`src/rtl/apb_pkg.sv`:
```
// apb_pkg: shared state encoding and error response data for the APB decoder
package apb_pkg;
  typedef enum logic [1:0] {IDLE, SETUP, ACCESS, RESP} apb_state_t;
  localparam logic [31:0] ERR_DATA = 32'hFFFF_FFFF;
endpackage

```
`src/rtl/apb_decoder.sv`:
```
// apb_decoder: one-master to N-slave APB bridge with index decode, unmapped-slave error and access timeout
module apb_decoder
  import apb_pkg::*;
#(
  parameter int AWIDTH = 12,
  parameter int SEL_BITS = 2,
  localparam int NSLAVES = 2 ** SEL_BITS,
  parameter logic [NSLAVES-1:0] SLAVE_MASK = '1,
  parameter int TIMEOUT = 255
) (
  input  logic                       clk,
  input  logic                       reset_n,
  input  logic [AWIDTH+SEL_BITS-1:0] m_PADDR,
  input  logic                       m_PSEL,
  input  logic                       m_PENABLE,
  input  logic                       m_PWRITE,
  input  logic [31:0]                m_PWDATA,
  output logic                       m_PREADY,
  output logic [31:0]                m_PRDATA,
  output logic                       m_PSLVERR,
  output logic [AWIDTH-1:0]          s_PADDR,
  output logic [NSLAVES-1:0]         s_PSEL,
  output logic                       s_PENABLE,
  output logic                       s_PWRITE,
  output logic [31:0]                s_PWDATA,
  input  logic [NSLAVES-1:0]         s_PREADY,
  input  logic [NSLAVES*32-1:0]      s_PRDATA
);
  localparam int TCW = $clog2(TIMEOUT + 1);
  apb_state_t state;
  logic [SEL_BITS-1:0] idx;
  logic [TCW-1:0] cnt;
  logic [SEL_BITS-1:0] m_idx;
  logic rdy;
  logic expired;
  logic [31:0] rdata;
  assign m_idx = m_PADDR[AWIDTH +: SEL_BITS];
  assign rdy = s_PREADY[idx];
  assign expired = cnt == TCW'(TIMEOUT - 1);
  assign rdata = s_PRDATA[{idx, 5'd0} +: 32];
  // ready is checked before expiry so a late ready still completes normally
  always_ff @(posedge clk or negedge reset_n) begin
    if (!reset_n) begin
      state <= IDLE;
      idx <= '0;
      cnt <= '0;
      m_PREADY <= 1'b0;
      m_PRDATA <= '0;
      m_PSLVERR <= 1'b0;
      s_PADDR <= '0;
      s_PSEL <= '0;
      s_PENABLE <= 1'b0;
      s_PWRITE <= 1'b0;
      s_PWDATA <= '0;
    end else begin
      case (state)
        IDLE: if (m_PSEL && m_PENABLE) begin
          s_PADDR <= m_PADDR[AWIDTH-1:0];
          s_PWRITE <= m_PWRITE;
          s_PWDATA <= m_PWDATA;
          idx <= m_idx;
          if (SLAVE_MASK[m_idx]) begin
            state <= SETUP;
            s_PSEL <= NSLAVES'(1) << m_idx;
          end else begin
            state <= RESP;
            m_PREADY <= 1'b1;
            m_PRDATA <= ERR_DATA;
            m_PSLVERR <= 1'b1;
          end
        end
        SETUP: begin
          state <= ACCESS;
          s_PENABLE <= 1'b1;
          cnt <= '0;
        end
        ACCESS: if (rdy || expired) begin
          state <= RESP;
          s_PSEL <= '0;
          s_PENABLE <= 1'b0;
          m_PREADY <= 1'b1;
          m_PRDATA <= rdy ? (s_PWRITE ? 32'd0 : rdata) : ERR_DATA;
          m_PSLVERR <= !rdy;
        end else begin
          cnt <= cnt + TCW'(1);
        end
        RESP: begin
          state <= IDLE;
          m_PREADY <= 1'b0;
        end
        default: state <= IDLE;
      endcase
    end
  end
endmodule

```
`config.mk`:
```
export PLATFORM = sky130hd
export DESIGN_NAME = apb_decoder
export DESIGN_NICKNAME = d
export VERILOG_FILES = /design/src/rtl/apb_pkg.sv /design/src/rtl/apb_decoder.sv
export SDC_FILE = /design/constraint.sdc
export NUM_CORES = 1
export LEC_CHECK = 0
export CORE_ASPECT_RATIO = 0.75
export CORE_MARGIN = 1.5
export CORE_UTILIZATION = 35
export CTS_CLUSTER_DIAMETER = 200
export DETAILED_ROUTE_END_ITERATION = 8
export PLACE_DENSITY = 0.76
export SLEW_MARGIN = 20
export SYNTH_ARGS = -nofsm -noshare
export SYNTH_HDL_FRONTEND = slang
export SYNTH_SLANG_ARGS = --single-unit
```
`constraint.sdc`:
```
create_clock -name clk -period 2.2 [get_ports clk]
set_input_delay 0.44 -clock clk [delete_from_list [all_inputs] [get_ports clk]]
set_output_delay 0.44 -clock clk [all_outputs]
set_load 0.01 [all_outputs]
```
; ---- Word-level counts from Yosys, hierarchy flattened
; Cells that the tools add are included.
[word_totals]
word_cells = 67
ff_bits = 96
inputBits = 183
out_inout_bits = 84
[op_classes]
eq_ne = 9
magnitude_cmp = 2
shift = 2
n_mux = 28
n_reduce_logical = 14
n_addsub = 1
[ops]
columns = operator, count
row1 = two-way mux 32 bit, 5
row2 = indexed part select 128 x 8 -> 32 bit, 1
row3 = case mux 32 bit (2 select lines), 1
row4 = case mux 8 bit (2 select lines), 1
row5 = two-way mux 4 bit, 3
row6 = AND reduction 4 bit, 3
row7 = != test 2 bit (second input constant), 5
row8 = adder 8 x 1 -> 8 bit (second input constant), 1
row9 = equality test 8 bit (second input constant), 1
row10 = two-way mux 8 bit, 1
row11 = case mux 2 bit (4 select lines), 1
row12 = case mux 4 bit (2 select lines), 1
row13 = AND reduction 2 bit, 4
row14 = two-way mux 1 bit, 7
row15 = < comparator 2 x 3 -> 1 bit (second input constant), 2
row16 = two-way mux 2 bit, 3
row17 = binary-select mux 1 bit (select 2 bit), 2
row18 = equality test 2 bit (second input constant), 2
row19 = case mux 1 bit (2 select lines), 2
row20 = nonzero test 2 bit, 2
row21 = << shifter 1 x 2 -> 4 bit (first input constant), 1
row22 = case mux 1 bit (3 select lines), 1
row23 = nonzero test 3 bit, 1
row24 = equality test 2 x 1 -> 1 bit (second input constant), 1
row25 = 4 further kinds, 4

; ---- Depth between registers and ports, before layout
[logic_depth]
ltp_word = 5
ltp_mapped = 8
mapped_depth_nobuf = 6

; ---- Least setup slack after synthesis
; Ideal clock, no wire load.
[synth_path]
kind = reg2reg
from = register state[0]
to = register s_PSEL[0]
stages_incl_launch_ff = 8
setup_time_ns = 0.125
synth_period_minus_slack_ns = 2.062
n_path_buf = 1
required_time_ns = 2.075
arrival_ns = 1.937
setup_slack_ns = 0.138
path_cell_list = dfrtp_1 -> inv_1 -> ha_1 -> clkbuf_1 -> inv_1 -> a211oi_4 -> or3_1 -> mux2_2
[synth_via]
elab_chain_len = 3
elab_cells_between_ends = 8
cone_classes = eq/ne: 4 / mux: 1 / reduce/logical: 3
[synth_rtl]
columns = item, line_no
row1 = "start, declared", apb_decoder.sv:30  ; apb_state_t state;
row2 = "start signal, assigned", apb_decoder.sv:44  ; state <= IDLE;
row3 = "start signal, assigned", apb_decoder.sv:63  ; state <= SETUP;
row4 = "start signal, assigned", apb_decoder.sv:66  ; state <= RESP;
row5 = equality test 2 bit / zero test 2 bit (equally long branches), apb_decoder.sv:56  ; case (state)
row6 = != test 2 bit (no source line) / nonzero test 2 bit (equally long branches), --
row7 = AND reduction 4 bit (no source line), --
row8 = "end signal, assigned", apb_decoder.sv:64  ; s_PSEL <= NSLAVES'(1) << m_idx;
row9 = "end, declared", apb_decoder.sv:22  ; output logic [NSLAVES-1:0] s_PSEL,
; Parallel ways exist; a longest one is shown, timed or not.
; A chain may end at the register's enable or synchronous reset.

; ---- Final worst setup path
[layout_path]
from = input s_PREADY[3]
to = register cnt[3]
[layout_via]
elab_chain_len = 5
[layout_rtl]
columns = item, line_no
row1 = "start, declared", apb_decoder.sv:26  ; input logic [NSLAVES-1:0] s_PREADY,
row2 = binary-select mux 1 bit (select 2 bit), apb_decoder.sv:38  ; assign rdy = s_PREADY[idx];
row3 = two-way mux 1 bit (implied by the code), apb_decoder.sv:38
row4 = logical OR 1 bit, apb_decoder.sv:77  ; ACCESS: if (rdy || expired) begin
row5 = != test 2 bit (no source line), --
row6 = AND reduction 2 bit (no source line), --
row7 = "end signal, assigned", apb_decoder.sv:85  ; cnt <= cnt + TCW'(1);
row8 = "end, declared", apb_decoder.sv:32  ; logic [TCW-1:0] cnt;
; No other way between the ends. The select of a mux whose other input is x is not followed.

==> impl_metrics.py <==
metrics = {
    "run_status": {
        "status": "finished, final reports clean",
    },
    "clock_tree": {
        "hold_buffers": 0,
        "insertion_delay_ns": 0.35,
        "clk_pin_slew_ns": 0.07,
        "post_cts.repair.setup_buffers": 0,
        "cts_tree": "yes",
        "cts.path.max_buffers": 2,
        "htree_levels": 3,
        "cts-root-buf": "clkbuf_16",
        "post_cts.resized_instances": 0,
        "numCtsBuffers": 9,
        "cts_num_sinks": 96,
    },
    "detailed_routing": {
        "ant_nets": 0,
        "firstDrtPassIters": 4,
        "routed_wl_um": 13700,
        "via_per_inst": 4.97,
        "route.detailed.wl_per_inst_um": 17.7,
        "num_vias": 3864,
        "first_iter_violations": 88,
        "drc": 0,
    },
    "grt": {
        "first_global_vias": 4123,
        "antenna_found_initial": 0,
        "grt_pass1_wl_um": 21900,
        "grt_overflow": 0,
        "grt_usage_pct": 19.3,
        "grt_max_degree": 62,
    },
    "placed_design": {
        "place_congestion": 0.796,
        "portBuffers": 266,
        "dp_hpwl_um": 10700,
        "dp_cells": 761,
        "dpl_worst_slack_ns": -0.239,
    },
    "floorplanning": {
        "rows": 36,
        "dieWidth_um": 138,
        "start_util_pct": 36.3,
        "dieArea_um2": 14400,
        "io_pins": 267,
        "die_h_um": 104,
        "coreArea_um2": 13200,
    },
    "setup_path": {
        "cp-startpoint": "s_PREADY[3]",
        "slowest_stage": "mux4_2",
        "crit_type": "input pin to register",
        "start_kind": "input pin",
        "cp.required_ns": 2.43,
        "arrival_ns": 2.27,
        "crit_path_cell_trace": "clkdlybuf4s50_1 -> mux4_2 -> buf_4 -> a2111oi_0 -> xnor2_1 -> nor2_1",
        "endpoint": "cnt[3]",
        "worst-r2r-cell-count": 5,
        "cp-end-kind": "register",
        "r2r-start": "idx[0]",
        "slowest_delay_ns": 0.52,
        "reg2reg_setup_slack_ns": 0.21,
        "crit_fanout": 4,
        "worst_r2r_endpoint": "cnt[3]",
    },
    "sta": {
        "slew_violations": 0,
        "fin_ws_ns": 0.156,
        "period_share_pct": 92.9,
        "tightest_slew_ns": 0.547,
        "setup_viol": 0,
        "fin_crit_ns": 2.04,
        "max_freq_mhz": 489,
        "finalSetupTns_ns": 0,
        "slew_headroom_pct": 62.6,
        "finalClockSkew_ns": 0.00617,
        "hold_viol": 0,
        "rsz0062_at_grt": "false",
    },
    "job": {
        "max-cap-violations": 0,
    },
    "synth": {
        "ys_warn_count": 0,
        "synthArstFlopShare_pct": 100,
        "synth.distinct_cells": 37,
        "syn_inst": 335,
        "syn_nets": 526,
        "netlist_area_um2": 4800,
        "synth.area.top_cells": "dfrtp_1 (50%), mux4_2 (15%), mux2_2 (12%)",
        "synth-main-ff-cell": "dfrtp_1",
        "synth_top_area_share_pct": 50.1,
        "syn_avg_cell_area_um2": 14.3,
        "synth_edf_count": 0,
        "synth.yosys.seq_area_share_pct": 50.1,
        "yosysTopAreaCell": "dfrtp_1",
        "ys_ff_latch": 96,
    },
    "layout": {
        "diodes": 0,
        "syn_to_final_growth_pct": 67.1,
        "final_nets": 792,
        "drive_above_1_share_pct": 19.8,
        "layout.cells.non_filler": 777,
    },
    "power": {
        "power.density_nw_per_um2": 1210,
        "p_leak_nw": 3.14,
        "ir_drop_mv": 0.710,
    },
    "hold_path": {
        "hold_path_class": "input pin to async pin",
    },
}
-- cell usage after synthesis, types with 5 or more instances --
cell	count
buf_2	6
clkbuf_1	15
dfrtp_1	96
ha_1	8
mux2_2	53
mux4_2	33
nand2_1	5
nand3_1	5
nor2_1	7
nor2b_1	33
o22a_1	32
-- routing by layer --
metal  vias to the layer above  global-route usage, %  routed length [µm]
li1                       1792                      -                   -
met1                      1900                   22.4                5550
met4                         0                   5.04                 117
met5                         -                      0                   0
met3                         7                   6.77                1020
met2                       165                   34.1                7050
-- report_power, final --
group          leakage [nW]  internal [mW]  switching (mW)
sequential             1.10           2.51           0.415
combinational          1.90           3.17            2.10
clock                 0.139          0.788           0.709
-- worst min-delay path by stage --
stage | slack [ns] | cells past startpoint | start | endpoint
2_1_floorplan | 0.14 | 0 | reset_n | cnt[0]
3_3_place_gp | 0.42 | 1 | reset_n | s_PADDR[11]
3_5_place_dp | 0.42 | 1 | reset_n | s_PADDR[11]
4_1_cts | 0.04 | 1 | reset_n | s_PADDR[11]
5_1_grt | 0.07 | 1 | reset_n | s_PADDR[11]
6_report | 0.04 | 1 | reset_n | s_PADDR[11]
-- cell type report --
cell class / count / area, µm²
clock buffer: 9 / 225
clock inverter: 7 / 58.8
inverter: 4 / 15.0
multi-input combinational: 211 / 2280
timing repair buffer: 279 / 2820
sequential: 96 / 2400
tap: 171 / 214
fill: 1031 / 5180
-- cell families (layout without fill, tap and decap cells) --
kind of cell	Yosys count	in the layout	share of synthesized area (%)
DFF	96	96	50.1
and+or+nand+nor	65	65	7.85
xor gates and xnor gates	1	1	0.183
AOI/OAI and AO/OA	47	47	8.35
muxes	90	90	28.8
buffers and inverters	28	299	2.66
adders and majority gates	8	8	2.09
-- critical path: cells and delay by family --
family | cells | cell delay [ns]
buffers and inverters | 2 | 0.57
AO/OA/AOI/OAI | 1 | 0.50
multiplexers | 1 | 0.52
AND/OR/NAND/NOR | 1 | 0.06
XOR/XNOR | 1 | 0.18
-- cell usage in the layout, fill, tap and decap left out, types with 2 or more instances in the layout --
master | Yosys | layout
mux2i_1 | 4 | 4
nand3_1 | 5 | 4
buf_4 | 0 | 9
nand2_1 | 5 | 5
inv_1 | 4 | 4
clkdlybuf4s50_1 | 0 | 265
buf_12 | 0 | 5
and3_1 | 3 | 3
dfrtp_1 | 96 | 95
nor3_1 | 3 | 3
nor3b_1 | 2 | 2
nand2b_1 | 2 | 2
ha_1 | 8 | 8
inv_6 | 0 | 4
mux2_2 | 53 | 53
nor2b_1 | 33 | 33
a22o_1 | 2 | 2
o22a_1 | 32 | 32
nor2_1 | 7 | 7
clkbuf_16 | 0 | 9
mux4_2 | 33 | 33
o21ai_0 | 3 | 3
-- flip-flops by register name, indices dropped and copies added, names as in the netlist --
name and count:
s_PADDR 12, s_PENABLE 1, s_PSEL 4, state 2
idx 2, m_PSLVERR 1, m_PRDATA 32, cnt 8
s_PWDATA 32, m_PREADY 1, s_PWRITE 1
-- through the flow --
step	area (µm²)	hold slack [ns]	total power, mW	util, %
final	8010	0.0392	9.69	60.7
after global routing	8010	0.0652	10.3	60.7
after CTS	8010	0.0393	9.83	60.7
after detailed placement	7730	0.420	8.29	58.6
after global placement	7730	0.419	8.11	58.6
after floorplan	4800	0.144	5.81	-
Note: power is estimated with default switching activity, not from simulation.
